## src/rtl/ram_arbiter_if.sv

```systemverilog
// Bus bundle between the two requesters, the arbiter and the scratch RAM.
// The slave view belongs to the arbiter; the master view is the opposite side
// (requesters plus the RAM's read-data return).
interface ram_arbiter_if #(
    parameter int ADDR_W = 6,
    parameter int DATA_W = 8
);
    logic              m0_req;
    logic              m0_we;
    logic [ADDR_W-1:0] m0_addr;
    logic [DATA_W-1:0] m0_wdata;
    logic              m0_ack;
    logic              m0_err;
    logic [DATA_W-1:0] m0_rdata;

    logic              m1_req;
    logic              m1_we;
    logic [ADDR_W-1:0] m1_addr;
    logic [DATA_W-1:0] m1_wdata;
    logic              m1_ack;
    logic              m1_err;
    logic [DATA_W-1:0] m1_rdata;

    logic [ADDR_W-1:0] ram_addr;
    logic [DATA_W-1:0] ram_din;
    logic [DATA_W-1:0] ram_data;
    logic              ram_read;
    logic              ram_write;
    logic              ram_ena;
    logic              busy;

    modport slave (
        input  m0_req, m0_we, m0_addr, m0_wdata,
        input  m1_req, m1_we, m1_addr, m1_wdata,
        input  ram_data,
        output m0_ack, m0_err, m0_rdata,
        output m1_ack, m1_err, m1_rdata,
        output ram_addr, ram_din, ram_read, ram_write, ram_ena, busy
    );

    modport master (
        output m0_req, m0_we, m0_addr, m0_wdata,
        output m1_req, m1_we, m1_addr, m1_wdata,
        output ram_data,
        input  m0_ack, m0_err, m0_rdata,
        input  m1_ack, m1_err, m1_rdata,
        input  ram_addr, ram_din, ram_read, ram_write, ram_ena, busy
    );
endinterface

```

## src/rtl/ram_arbiter.sv

```systemverilog
// Two-master round-robin arbiter and access sequencer for the 4-entry scratch
// RAM. Every output is a flop; the combinational block computes the value each
// output takes in the next state, so outputs line up with the registered state.
//
// state  | meaning
// -------+-------------------------------------------------------------
// IDLE   | sample requests, grant, latch command or reject bad address
// SETUP  | addr/din/strobe driven, ram_ena still high (setup time)
// STROBE | ram_ena low for ACCESS_CYCLES cycles, read data captured at end
// DONE   | ram_ena high, strobes low, ack (and err) to granted master
module ram_arbiter #(
    parameter int ADDR_W        = 6,
    parameter int DATA_W        = 8,
    parameter int DEPTH         = 4,
    parameter int ACCESS_CYCLES = 1   // legal 1..4, held in a 2-bit counter
) (
    input logic          clk,
    input logic          rst_n,
    ram_arbiter_if.slave bus
);

    typedef enum logic [1:0] {IDLE, SETUP, STROBE, DONE} state_t;

    state_t            state, state_nx;
    logic [1:0]        cnt, cnt_nx;
    logic              gnt, gnt_nx;
    logic              we_q, we_nx;
    logic              last_grant, last_nx;

    logic [ADDR_W-1:0] ram_addr_q, ram_addr_nx;
    logic [DATA_W-1:0] ram_din_q, ram_din_nx;
    logic              ram_read_q, ram_read_nx;
    logic              ram_write_q, ram_write_nx;
    logic              ram_ena_q, ram_ena_nx;
    logic              ack0_q, ack0_nx, ack1_q, ack1_nx;
    logic              err0_q, err0_nx, err1_q, err1_nx;
    logic [DATA_W-1:0] rdata0_q, rdata0_nx, rdata1_q, rdata1_nx;
    logic              busy_q;

    logic              pick;
    logic              sel_we;
    logic [ADDR_W-1:0] sel_addr;
    logic [DATA_W-1:0] sel_wdata;
    logic              sel_ok;

    // Grant choice: a lone requester wins, contention goes to the master that
    // was not served last.
    always_comb begin
        pick      = (bus.m0_req && bus.m1_req) ? ~last_grant : bus.m1_req;
        sel_we    = pick ? bus.m1_we    : bus.m0_we;
        sel_addr  = pick ? bus.m1_addr  : bus.m0_addr;
        sel_wdata = pick ? bus.m1_wdata : bus.m0_wdata;
        sel_ok    = sel_addr < ADDR_W'(DEPTH);
    end

    // Next-state and next-output values.
    always_comb begin
        state_nx     = state;
        cnt_nx       = cnt;
        gnt_nx       = gnt;
        we_nx        = we_q;
        last_nx      = last_grant;
        ram_addr_nx  = ram_addr_q;
        ram_din_nx   = ram_din_q;
        ram_read_nx  = ram_read_q;
        ram_write_nx = ram_write_q;
        ram_ena_nx   = 1'b1;
        ack0_nx      = 1'b0;
        ack1_nx      = 1'b0;
        err0_nx      = 1'b0;
        err1_nx      = 1'b0;
        rdata0_nx    = rdata0_q;
        rdata1_nx    = rdata1_q;

        case (state)
            IDLE: begin
                if (bus.m0_req || bus.m1_req) begin
                    gnt_nx  = pick;
                    last_nx = pick;
                    we_nx   = sel_we;
                    if (!sel_ok) begin
                        // Out-of-range address: answer at once, RAM untouched.
                        state_nx = DONE;
                        ack0_nx  = ~pick;
                        ack1_nx  = pick;
                        err0_nx  = ~pick;
                        err1_nx  = pick;
                    end else begin
                        state_nx     = SETUP;
                        ram_addr_nx  = sel_addr;
                        ram_din_nx   = sel_we ? sel_wdata : '0;
                        ram_read_nx  = ~sel_we;
                        ram_write_nx = sel_we;
                    end
                end
            end
            SETUP: begin
                state_nx   = STROBE;
                cnt_nx     = 2'(ACCESS_CYCLES - 1);
                ram_ena_nx = 1'b0;
            end
            STROBE: begin
                if (cnt == 2'd0) begin
                    state_nx     = DONE;
                    ram_read_nx  = 1'b0;
                    ram_write_nx = 1'b0;
                    ack0_nx      = ~gnt;
                    ack1_nx      = gnt;
                    if (!we_q) begin
                        if (gnt) rdata1_nx = bus.ram_data;
                        else     rdata0_nx = bus.ram_data;
                    end
                end else begin
                    cnt_nx     = cnt - 2'd1;
                    ram_ena_nx = 1'b0;
                end
            end
            DONE: begin
                state_nx = IDLE;
            end
            default: begin
                state_nx = IDLE;
            end
        endcase
    end

    // State and output registers; reset releases the RAM immediately.
    always_ff @(posedge clk or negedge rst_n) begin
        if (!rst_n) begin
            state       <= IDLE;
            cnt         <= 2'd0;
            gnt         <= 1'b0;
            we_q        <= 1'b0;
            last_grant  <= 1'b1;
            ram_addr_q  <= '0;
            ram_din_q   <= '0;
            ram_read_q  <= 1'b0;
            ram_write_q <= 1'b0;
            ram_ena_q   <= 1'b1;
            ack0_q      <= 1'b0;
            ack1_q      <= 1'b0;
            err0_q      <= 1'b0;
            err1_q      <= 1'b0;
            rdata0_q    <= '0;
            rdata1_q    <= '0;
            busy_q      <= 1'b0;
        end else begin
            state       <= state_nx;
            cnt         <= cnt_nx;
            gnt         <= gnt_nx;
            we_q        <= we_nx;
            last_grant  <= last_nx;
            ram_addr_q  <= ram_addr_nx;
            ram_din_q   <= ram_din_nx;
            ram_read_q  <= ram_read_nx;
            ram_write_q <= ram_write_nx;
            ram_ena_q   <= ram_ena_nx;
            ack0_q      <= ack0_nx;
            ack1_q      <= ack1_nx;
            err0_q      <= err0_nx;
            err1_q      <= err1_nx;
            rdata0_q    <= rdata0_nx;
            rdata1_q    <= rdata1_nx;
            busy_q      <= (state_nx != IDLE);
        end
    end

    // Drive the bus from the output flops.
    always_comb begin
        bus.ram_addr  = ram_addr_q;
        bus.ram_din   = ram_din_q;
        bus.ram_read  = ram_read_q;
        bus.ram_write = ram_write_q;
        bus.ram_ena   = ram_ena_q;
        bus.m0_ack    = ack0_q;
        bus.m1_ack    = ack1_q;
        bus.m0_err    = err0_q;
        bus.m1_err    = err1_q;
        bus.m0_rdata  = rdata0_q;
        bus.m1_rdata  = rdata1_q;
        bus.busy      = busy_q;
    end

endmodule

```

## src/flat_wrapper.sv

```systemverilog
// flat-port wrapper written by rule: the top's interface ports become plain ports
module ram_arbiter_flat 
#(
    parameter int ADDR_W        = 6,
    parameter int DATA_W        = 8,
    parameter int DEPTH         = 4,
    parameter int ACCESS_CYCLES = 1                                         
)
  (clk, rst_n, bus_m0_req, bus_m0_we, bus_m0_addr, bus_m0_wdata, bus_m1_req, bus_m1_we, bus_m1_addr, bus_m1_wdata, bus_ram_data, bus_m0_ack, bus_m0_err, bus_m0_rdata, bus_m1_ack, bus_m1_err, bus_m1_rdata, bus_ram_addr, bus_ram_din, bus_ram_read, bus_ram_write, bus_ram_ena, bus_busy);
  ram_arbiter_if #(.ADDR_W(ADDR_W), .DATA_W(DATA_W)) bus_i ();
  input logic clk;
  input logic rst_n;
  input wire logic [$bits(bus_i.m0_req)-1:0] bus_m0_req;
  input wire logic [$bits(bus_i.m0_we)-1:0] bus_m0_we;
  input wire logic [$bits(bus_i.m0_addr)-1:0] bus_m0_addr;
  input wire logic [$bits(bus_i.m0_wdata)-1:0] bus_m0_wdata;
  input wire logic [$bits(bus_i.m1_req)-1:0] bus_m1_req;
  input wire logic [$bits(bus_i.m1_we)-1:0] bus_m1_we;
  input wire logic [$bits(bus_i.m1_addr)-1:0] bus_m1_addr;
  input wire logic [$bits(bus_i.m1_wdata)-1:0] bus_m1_wdata;
  input wire logic [$bits(bus_i.ram_data)-1:0] bus_ram_data;
  output wire logic [$bits(bus_i.m0_ack)-1:0] bus_m0_ack;
  output wire logic [$bits(bus_i.m0_err)-1:0] bus_m0_err;
  output wire logic [$bits(bus_i.m0_rdata)-1:0] bus_m0_rdata;
  output wire logic [$bits(bus_i.m1_ack)-1:0] bus_m1_ack;
  output wire logic [$bits(bus_i.m1_err)-1:0] bus_m1_err;
  output wire logic [$bits(bus_i.m1_rdata)-1:0] bus_m1_rdata;
  output wire logic [$bits(bus_i.ram_addr)-1:0] bus_ram_addr;
  output wire logic [$bits(bus_i.ram_din)-1:0] bus_ram_din;
  output wire logic [$bits(bus_i.ram_read)-1:0] bus_ram_read;
  output wire logic [$bits(bus_i.ram_write)-1:0] bus_ram_write;
  output wire logic [$bits(bus_i.ram_ena)-1:0] bus_ram_ena;
  output wire logic [$bits(bus_i.busy)-1:0] bus_busy;
  assign bus_i.m0_req = bus_m0_req;
  assign bus_i.m0_we = bus_m0_we;
  assign bus_i.m0_addr = bus_m0_addr;
  assign bus_i.m0_wdata = bus_m0_wdata;
  assign bus_i.m1_req = bus_m1_req;
  assign bus_i.m1_we = bus_m1_we;
  assign bus_i.m1_addr = bus_m1_addr;
  assign bus_i.m1_wdata = bus_m1_wdata;
  assign bus_i.ram_data = bus_ram_data;
  assign bus_m0_ack = bus_i.m0_ack;
  assign bus_m0_err = bus_i.m0_err;
  assign bus_m0_rdata = bus_i.m0_rdata;
  assign bus_m1_ack = bus_i.m1_ack;
  assign bus_m1_err = bus_i.m1_err;
  assign bus_m1_rdata = bus_i.m1_rdata;
  assign bus_ram_addr = bus_i.ram_addr;
  assign bus_ram_din = bus_i.ram_din;
  assign bus_ram_read = bus_i.ram_read;
  assign bus_ram_write = bus_i.ram_write;
  assign bus_ram_ena = bus_i.ram_ena;
  assign bus_busy = bus_i.busy;
  ram_arbiter #(.ADDR_W(ADDR_W), .DATA_W(DATA_W), .DEPTH(DEPTH), .ACCESS_CYCLES(ACCESS_CYCLES)) u_core (.clk(clk), .rst_n(rst_n), .bus(bus_i));
endmodule
```

## config.mk

```make
export PLATFORM = sky130hd
export DESIGN_NAME = ram_arbiter_flat
export DESIGN_NICKNAME = d
export VERILOG_FILES = /design/src/rtl/ram_arbiter_if.sv /design/src/rtl/ram_arbiter.sv /design/src/flat_wrapper.sv
export SDC_FILE = /design/constraint.sdc
export NUM_CORES = 1
export LEC_CHECK = 0
export BUFFER_PORTS_ARGS = -buffer_cell sky130_fd_sc_hd__buf_2
export CAP_MARGIN = 5
export CORE_MARGIN = 2
export CORE_UTILIZATION = 48
export CTS_CLUSTER_DIAMETER = 80
export DETAILED_ROUTE_END_ITERATION = 10
export PLACE_DENSITY = 0.91
export SYNTH_ARGS = -nofsm -noshare
export SYNTH_HDL_FRONTEND = slang
export SYNTH_SLANG_ARGS = --single-unit
```

## constraint.sdc

```tcl
create_clock -name clk -period 2.5 [get_ports clk]
set_clock_uncertainty 0.15 [all_clocks]
set_input_delay 0.25 -clock clk [delete_from_list [all_inputs] [get_ports clk]]
set_output_delay 0.25 -clock clk [all_outputs]
set_load 0.05 [all_outputs]
```

==> summary.md, run 1 <==
| Metric | Value |
|---|---|
| Critical Path AT | 2.26 ns |
| Max-cap viol count | 0 |
| RSZ-0062 raised after global routing | false |
| Max incr delay on CP | 0.42 ns |
| Slowest CP cell | dfrtp_1 |
| CTS tree | built |
| Core Area | 0.00403 mm2 |
| Share of cells above drive strength 1 | 50.2% |
| First-pass GRT wire length | 6.76 mm |
| Most instantiated cells after synthesis | 43 x dfrtp_1, 29 x nand2_1, 20 x mux2_2 |
| # clock sinks | 45 |
| Hold Fails Final Rpt | 0 |
| Number of global-route vias before repair | 1458 |
| Netlist cell types | 35 |
| Width of the die | 69.0 um |
| Post-synthesis register bit count | 45 |
| Pin count of the biggest net entering global routing | 34 |
| Post-route ant nets | 0 |
| Total power | 3560 uW |
| Mapped Area | 0.00203 mm2 |
| Fin crit share | 89.1% |
| DR iter-0 viols | 61 |
| Largest cells by area after synthesis | dfrtp_1 53%, mux2_2 11%, nand2_1 5.4% |
| R2r worst-path depth | 5 |
| Total CTS buffers | 5 |
| Drt pass-1 iters | 2 |
| Worst slew pin tran | 0.570 ns |
| Post-Syn Nets | 214 |
| Count of flip-flops with a built-in enable after synthesis | 0 |
| Area leader, netlist | dfrtp_1 |
| Max Buffers Root-to-Sink | 2 |
| Post-CTS sizing | 0 |
| Outcome | finished, final reports clean |
| Setup TNS | 0 ns |
| Die height | 69.0 um |
| Reg clk slew, reported paths | 0.09 ns |
| Post-CTS setup buffer count | 0 |
| DRT Wirelength | 4.26 mm |
| Max IR drop VDD | 0.000761 V |
| CTS H-Tree Depth | 2 |
| Critical path, cell by cell | inv_1 > ha_1 > o21ai_1 > nor2_4 > mux2_2 |
| Max Slew Vio Count | 0 |
| Cells after Synth | 168 |
| Most instantiated library cell after synthesis | dfrtp_1 |
| Synth top area share | 53.1% |
| Ant diodes | 0 |
| Setup Crit Path Kind | flip-flop to flip-flop |
| Routability cong. | 0.760 |
| Std cell rows | 23 |
| Worst Path Required | 2.54 ns |
| Clock Tree Root | clkbuf_8 |
| Power Density | 1370 mW/mm2 |
| Main flop type after synthesis | dfrtp_1 |
| Register area share after synthesis | 55.7% |
| Critical Path Sink Type | flip-flop |
| Starting Density | 50.3% |
| Hpwl dp | 3.21 mm |
| Leakage power | 0.00134 uW |
| CP Max Fanout | 14 |
| Total GRT Usage | 19.6% |
| Synth-to-Final Area Change | 28.3% |
| Filler cells | 330 |
| Slew margin rel. | 61.7% |
| Startpoint types | flip-flop |
| Number of remaining DRC errors | 0 |
| WL per Instance | 14.1 um |
| Ys async rst share | 100% |
| Vias per std cell | 5.08 |
| Hold depth | 2 |
| Final setup fails | 0 |
| Final Critical Period | 2.23 ns |
| Avg Synthesized Cell Area | 12.1 um2 |
| Port Buffer Count | 79 |
| Gr ovfl total | 0 |
| Syn. warnings | 0 |
| Peak Freq | 449 MHz |
| Initial antenna violation count | 0 |
| Worst Hold Class | primary input to flip-flop |
| I/O pins | 80 |
| Clock Latency Late Sink | 0.30 ns |
| Die area | 0.00476 mm2 |
| Final #Nets | 298 |
| Via count | 1538 |
registers in the layout, summed over array words and instances (netlist names):
name,flops
u_core.bus.m0_rdata,8
u_core.bus.m1_rdata,8
u_core.bus.ram_din,8
u_core.bus.ram_addr,6
u_core.cnt,2
u_core.state,2
u_core.bus.busy,1
u_core.bus.m0_ack,1
u_core.bus.m0_err,1
u_core.bus.m1_ack,1
u_core.bus.m1_err,1
u_core.bus.ram_ena,1
u_core.bus.ram_read,1
u_core.bus.ram_write,1
u_core.gnt,1
u_core.last_grant,1
u_core.we_q,1
report_power, final:
group	internal (uW)	leakage [uW]	switching, uW
Clock	300	0.0000554	242
Combinational	555	0.000718	1290
Sequential	1020	0.000565	147
Total	1880	0.00134	1680
metrics by stage:
step,cells,util [%],area [um2],worst slack (ns),hold WS [ns]
CTS,303,64.5,2600,0.279,0.0390
global route,303,64.5,2600,0.131,0.0354
floorplan,168,-,2030,0.575,-0.196
global placement,294,61.5,2480,0.393,-0.00351
finish,303,64.5,2600,0.274,0.0405
detailed placement,294,61.5,2480,0.294,0.00105
timing repair:
item | CTS | global route
setup endpoints to repair | 0 | 0
endpoints found under the hold margin | 12 | 0
hold buffers | 1 | 0
per-layer routing:
layer  share of wire [%]  wire (um)  track usage [%]
met3                 7.2        308             6.17
met1                  44       1850             26.5
met2                  48       2030             30.4
met5                   0          0                0
met4                 1.6         70             5.88
cell type report:
class                           count  area (um2)  area share (%)
Inverter                            6        22.5           0.866
Clock inverter                      2        38.8            1.49
Timing Repair Buffer               84         435            16.7
Multi-Input combinational cell    110         840            32.3
Clock buffer                        6        72.6            2.79
Sequential cell                    45        1130            43.4
Tap cell                           50        62.6            2.41
worst paths after layout:
| kind | startpoint | endpoint | slack, ns |
|---|---|---|---|
| min reg2reg | u_core.bus.ram_addr[5]$_DFFE_PN0P_ | u_core.bus.ram_addr[5]$_DFFE_PN0P_ | 0.35 |
| max | u_core.state[0]$_DFF_PN0_ | u_core.bus.ram_din[1]$_DFFE_PN0P_ | 0.27 |
| max reg2reg | u_core.state[0]$_DFF_PN0_ | u_core.bus.ram_din[1]$_DFFE_PN0P_ | 0.27 |
| min | bus_ram_data[3] | u_core.bus.m0_rdata[3]$_DFFE_PN0P_ | 0.04 |
| max in group asynchronous | rst_n | u_core.bus.m1_rdata[5]$_DFFE_PN0P_ | 1.29 |
| min in group asynchronous | rst_n | u_core.state[1]$_DFF_PN0_ | 0.21 |
worst max-delay path, delay by kind of cell (launching register included):
family          cells  cell delay [ns]
flops               1             0.42
buf+inv             1             0.10
mux                 1             0.39
compound gates      1             0.29
fa+ha+maj           1             0.35
simple gates        1             0.41
placed cells by master (no fill, tap or decap), drive strengths merged:
master,instances
nor3,3
a31o,1
clkbuf,6
a21o,1
nor2,3
a31oi,1
o31ai,3
a21oi,9
dfstp,2
nor4,2
nand3,1
or2,2
nor2b,5
mux2i,4
a21boi,1
a211oi,1
or4,1
ha,4
o2bb2ai,1
inv,6
mux2,26
nand2,29
nand2b,1
buf,83
xnor2,1
clkinv,1
dlygate4sd3,1
o21ai,8
a21bo,1
bufinv,1
o21bai,1
dfrtp,43
cells by family after synthesis:
| logic type | Yosys count | synth area share [%] |
|---|---|---|
| AO/OA/AOI/OAI | 28 | 8.77 |
| buffers and inverters | 13 | 2.90 |
| adder cells (fa/ha/maj) | 4 | 2.47 |
| AND/OR/NAND/NOR | 47 | 11.6 |
| multiplexers | 30 | 18.1 |
| XOR/XNOR | 1 | 0.432 |
| flip-flops | 45 | 55.7 |
Note: power is estimated with default switching activity, not from simulation.
==> inputs of run 2 (changes only) <==
Settings changed: CELL_PAD_IN_SITES_DETAIL_PLACEMENT set to 1, CELL_PAD_IN_SITES_GLOBAL_PLACEMENT set to 1, CORE_UTILIZATION 48 to 37, PLACE_DENSITY 0.91 to 0.92, SKIP_LAST_GASP set to 1.
Clock period 2.5 ns to 2.1 ns, I/O delays scaled along.
==> run 2 against run 1 <==
Against the previous run:
- sequential power rose by 21%
- worst hold slack got worse by 0.033 ns
- core utilization fell by 13 points
- critical path type is now primary input to flip-flop
- register-to-register slack got worse by 0.10 ns
- first-iteration DRC count fell by 41%
- clock-buffer cell count did not move
- global-route usage fell by 2.6 points
- combinational power rose by 23%
==> summary.md, run 2 (synthesis gave the netlist of run 1 again) <==
| Metric | Value |
|---|---|
| R2R Path End | u_core.bus.m0_rdata[3]$_DFFE_PN0P_ |
| CTS tree | built |
| Placement Cell Area | 0.00254 mm2 |
| Initial antenna violation count | 0 |
| Max IR drop VDD | 0.000610 V |
| Total CTS buffers | 5 |
| RSZ-0062 raised after global routing | false |
| Max incr delay on CP | 0.53 ns |
| Fin crit share | 95.8% |
| Delay-heaviest family, CP | buffers and inverters |
| Routability cong. | 0.770 |
| Final #Nets | 306 |
| Via count | 1609 |
| CTS H-Tree Depth | 2 |
| Die height | 78.0 um |
| Hold Fails Final Rpt | 0 |
| Setup Crit Path Kind | primary input to flip-flop |
| Number of global-route vias before repair | 1721 |
| Reg clk slew, reported paths | 0.08 ns |
| Std cell rows | 26 |
| Synth-to-Final Area Change | 32.8% |
| Max-cap viol count | 0 |
| Gr ovfl total | 0 |
| Critical path, cell by cell | dlygate4sd3_1 > buf_2 > a21bo_4 > mux2i_4 > nor2_4 > buf_12 > mux2_2 |
| Hold_sp | bus_ram_data[4] |
| Final Critical Period | 2.01 ns |
| DR iter-0 viols | 36 |
| Post-placement cell count | 317 |
| Vias per std cell | 4.86 |
| R2R Path Start | u_core.cnt[0]$_DFFE_PN0P_ |
| Outcome | finished, final reports clean |
| Footprint of the multi-input gates | 851 um2 |
| Register area | 0.00113 mm2 |
| Slowest CP cell | dlygate4sd3_1 |
| Highest-count cells in the layout ignoring fill and taps | 79 x buf_2, 43 x dfrtp_1, 29 x nand2_1 |
| Core Area | 0.00520 mm2 |
| Layout Cells excl Fill | 331 |
| I/O pins | 80 |
| R2R Setup Slk | 0.17 ns |
| Width of the die | 78.0 um |
| Clock Latency Late Sink | 0.30 ns |
| Power Density | 1560 mW/mm2 |
| Max Buffers Root-to-Sink | 2 |
| Starting Density | 38.9% |
| Pin count of the biggest net entering global routing | 46 |
| Final instance area | 0.00269 mm2 |
| First-pass GRT wire length | 8.16 mm |
| Final setup fails | 0 |
| Number of remaining DRC errors | 0 |
| Hold depth | 2 |
| # clock sinks | 45 |
| WL per Instance | 15.5 um |
| Ant diodes | 0 |
| Clock Tree Root | clkbuf_8 |
| Setup TNS | 0 ns |
| DRT Wirelength | 5.13 mm |
| Die area | 0.00609 mm2 |
| Max Slew Vio Count | 0 |
| Buf/Inv on CP | 3 |
| Startpoint types | primary input |
| Post-route ant nets | 0 |
| Worst Path Required | 2.14 ns |
| Commonest non-fill, non-tap cell in the layout | buf_2 |
| Final core occ | 51.7% |
| Worst Hold Class | primary input to flip-flop |
| Total GRT Usage | 17.1% |
| Hpwl dp | 3.80 mm |
| Port Buffer Count | 79 |
| Slew margin rel. | 61.7% |
| Share of cells above drive strength 1 | 51.7% |
| R2r worst-path depth | 6 |
| Filler cells | 608 |
| Drt pass-1 iters | 4 |
| Critical Path Sink Type | flip-flop |
| Critical Path AT | 2.05 ns |
| Peak Freq | 497 MHz |
| Worst slew pin tran | 0.572 ns |
| Hold Path Sink | u_core.bus.m1_rdata[4]$_DFFE_PN0P_ |
| Leakage power | 0.00136 uW |
| CP Max Fanout | 14 |
-- run 2: cell count changes in the layout (fill, tap and decap cells not counted), sizes merged --
cell         previous run  this run
clkinv                  1         0
bufinv                  1         0
dlygate4sd3             1         4
clkinvlp                0         2
buf                    83        88
-- run 2: what timing repair did --
item	in CTS	in global routing
setup endpoints to repair	0	8
resized for setup	0	3
buffers inserted	0	2
hold buffers	4	0
endpoints found under the hold margin	46	0
-- run 2: layout make-up --
type | count | share of cell area (%)
flip-flops and latches | 45 | 41.9
multi-input cells | 110 | 31.6
repair buffers | 92 | 19.1
well taps | 70 | 3.25
clock buffers | 6 | 2.70
inverters | 6 | 0.836
clock inverters | 2 | 0.558
-- run 2: worst max-delay path by stage --
| stage | start | end | slack (ns) | cells past startpoint |
|---|---|---|---|---|
| 2_1_floorplan | u_core.state[0]$_DFF_PN0_ | u_core.bus.m0_rdata[0]$_DFFE_PN0P_ | 0.18 | 6 |
| 5_1_grt | bus_m0_req | u_core.bus.ram_din[0]$_DFFE_PN0P_ | 0.02 | 7 |
| 6_report | bus_m0_req | u_core.bus.ram_din[0]$_DFFE_PN0P_ | 0.09 | 7 |
| 3_5_place_dp | u_core.last_grant$_DFFE_PN1P_ | u_core.bus.ram_din[4]$_DFFE_PN0P_ | 0.12 | 5 |
| 4_1_cts | bus_m0_req | u_core.bus.ram_din[0]$_DFFE_PN0P_ | 0.06 | 7 |
| 3_3_place_gp | u_core.last_grant$_DFFE_PN1P_ | u_core.bus.ram_din[7]$_DFFE_PN0P_ | 0.19 | 5 |
-- run 2: metrics by stage --
step / hold WS, ns / power, uW / worst slack [ns]
after floorplan: -0.236 / 3080 / 0.175
after global placement: 0.176 / 3600 / 0.193
after detailed placement: 0.182 / 3680 / 0.119
after CTS: 0.000538 / 4230 / 0.0565
after global routing: 0.000146 / 4440 / 0.0221
final: 0.00762 / 4200 / 0.0878
-- run 2: power breakdown --
part           total, uW  leakage (uW)  internal [uW]  switching, uW
Combinational       2270      0.000758            698           1570
Clock                527     0.0000374            235            292
Sequential          1410      0.000565           1210            193
Total               4200       0.00136           2150           2050
-- run 2: per-layer routing --
| metal | vias to the layer above | global-route usage [%] | part of all wire, % |
|---|---|---|---|
| met3 | 7 | 3.79 | 5.8 |
| met4 | 0 | 4.21 | 0.99 |
| met1 | 785 | 20.4 | 43 |
| met2 | 60 | 31.2 | 50 |
| li1 | 757 | - | - |
| met5 | - | 0 | 0 |
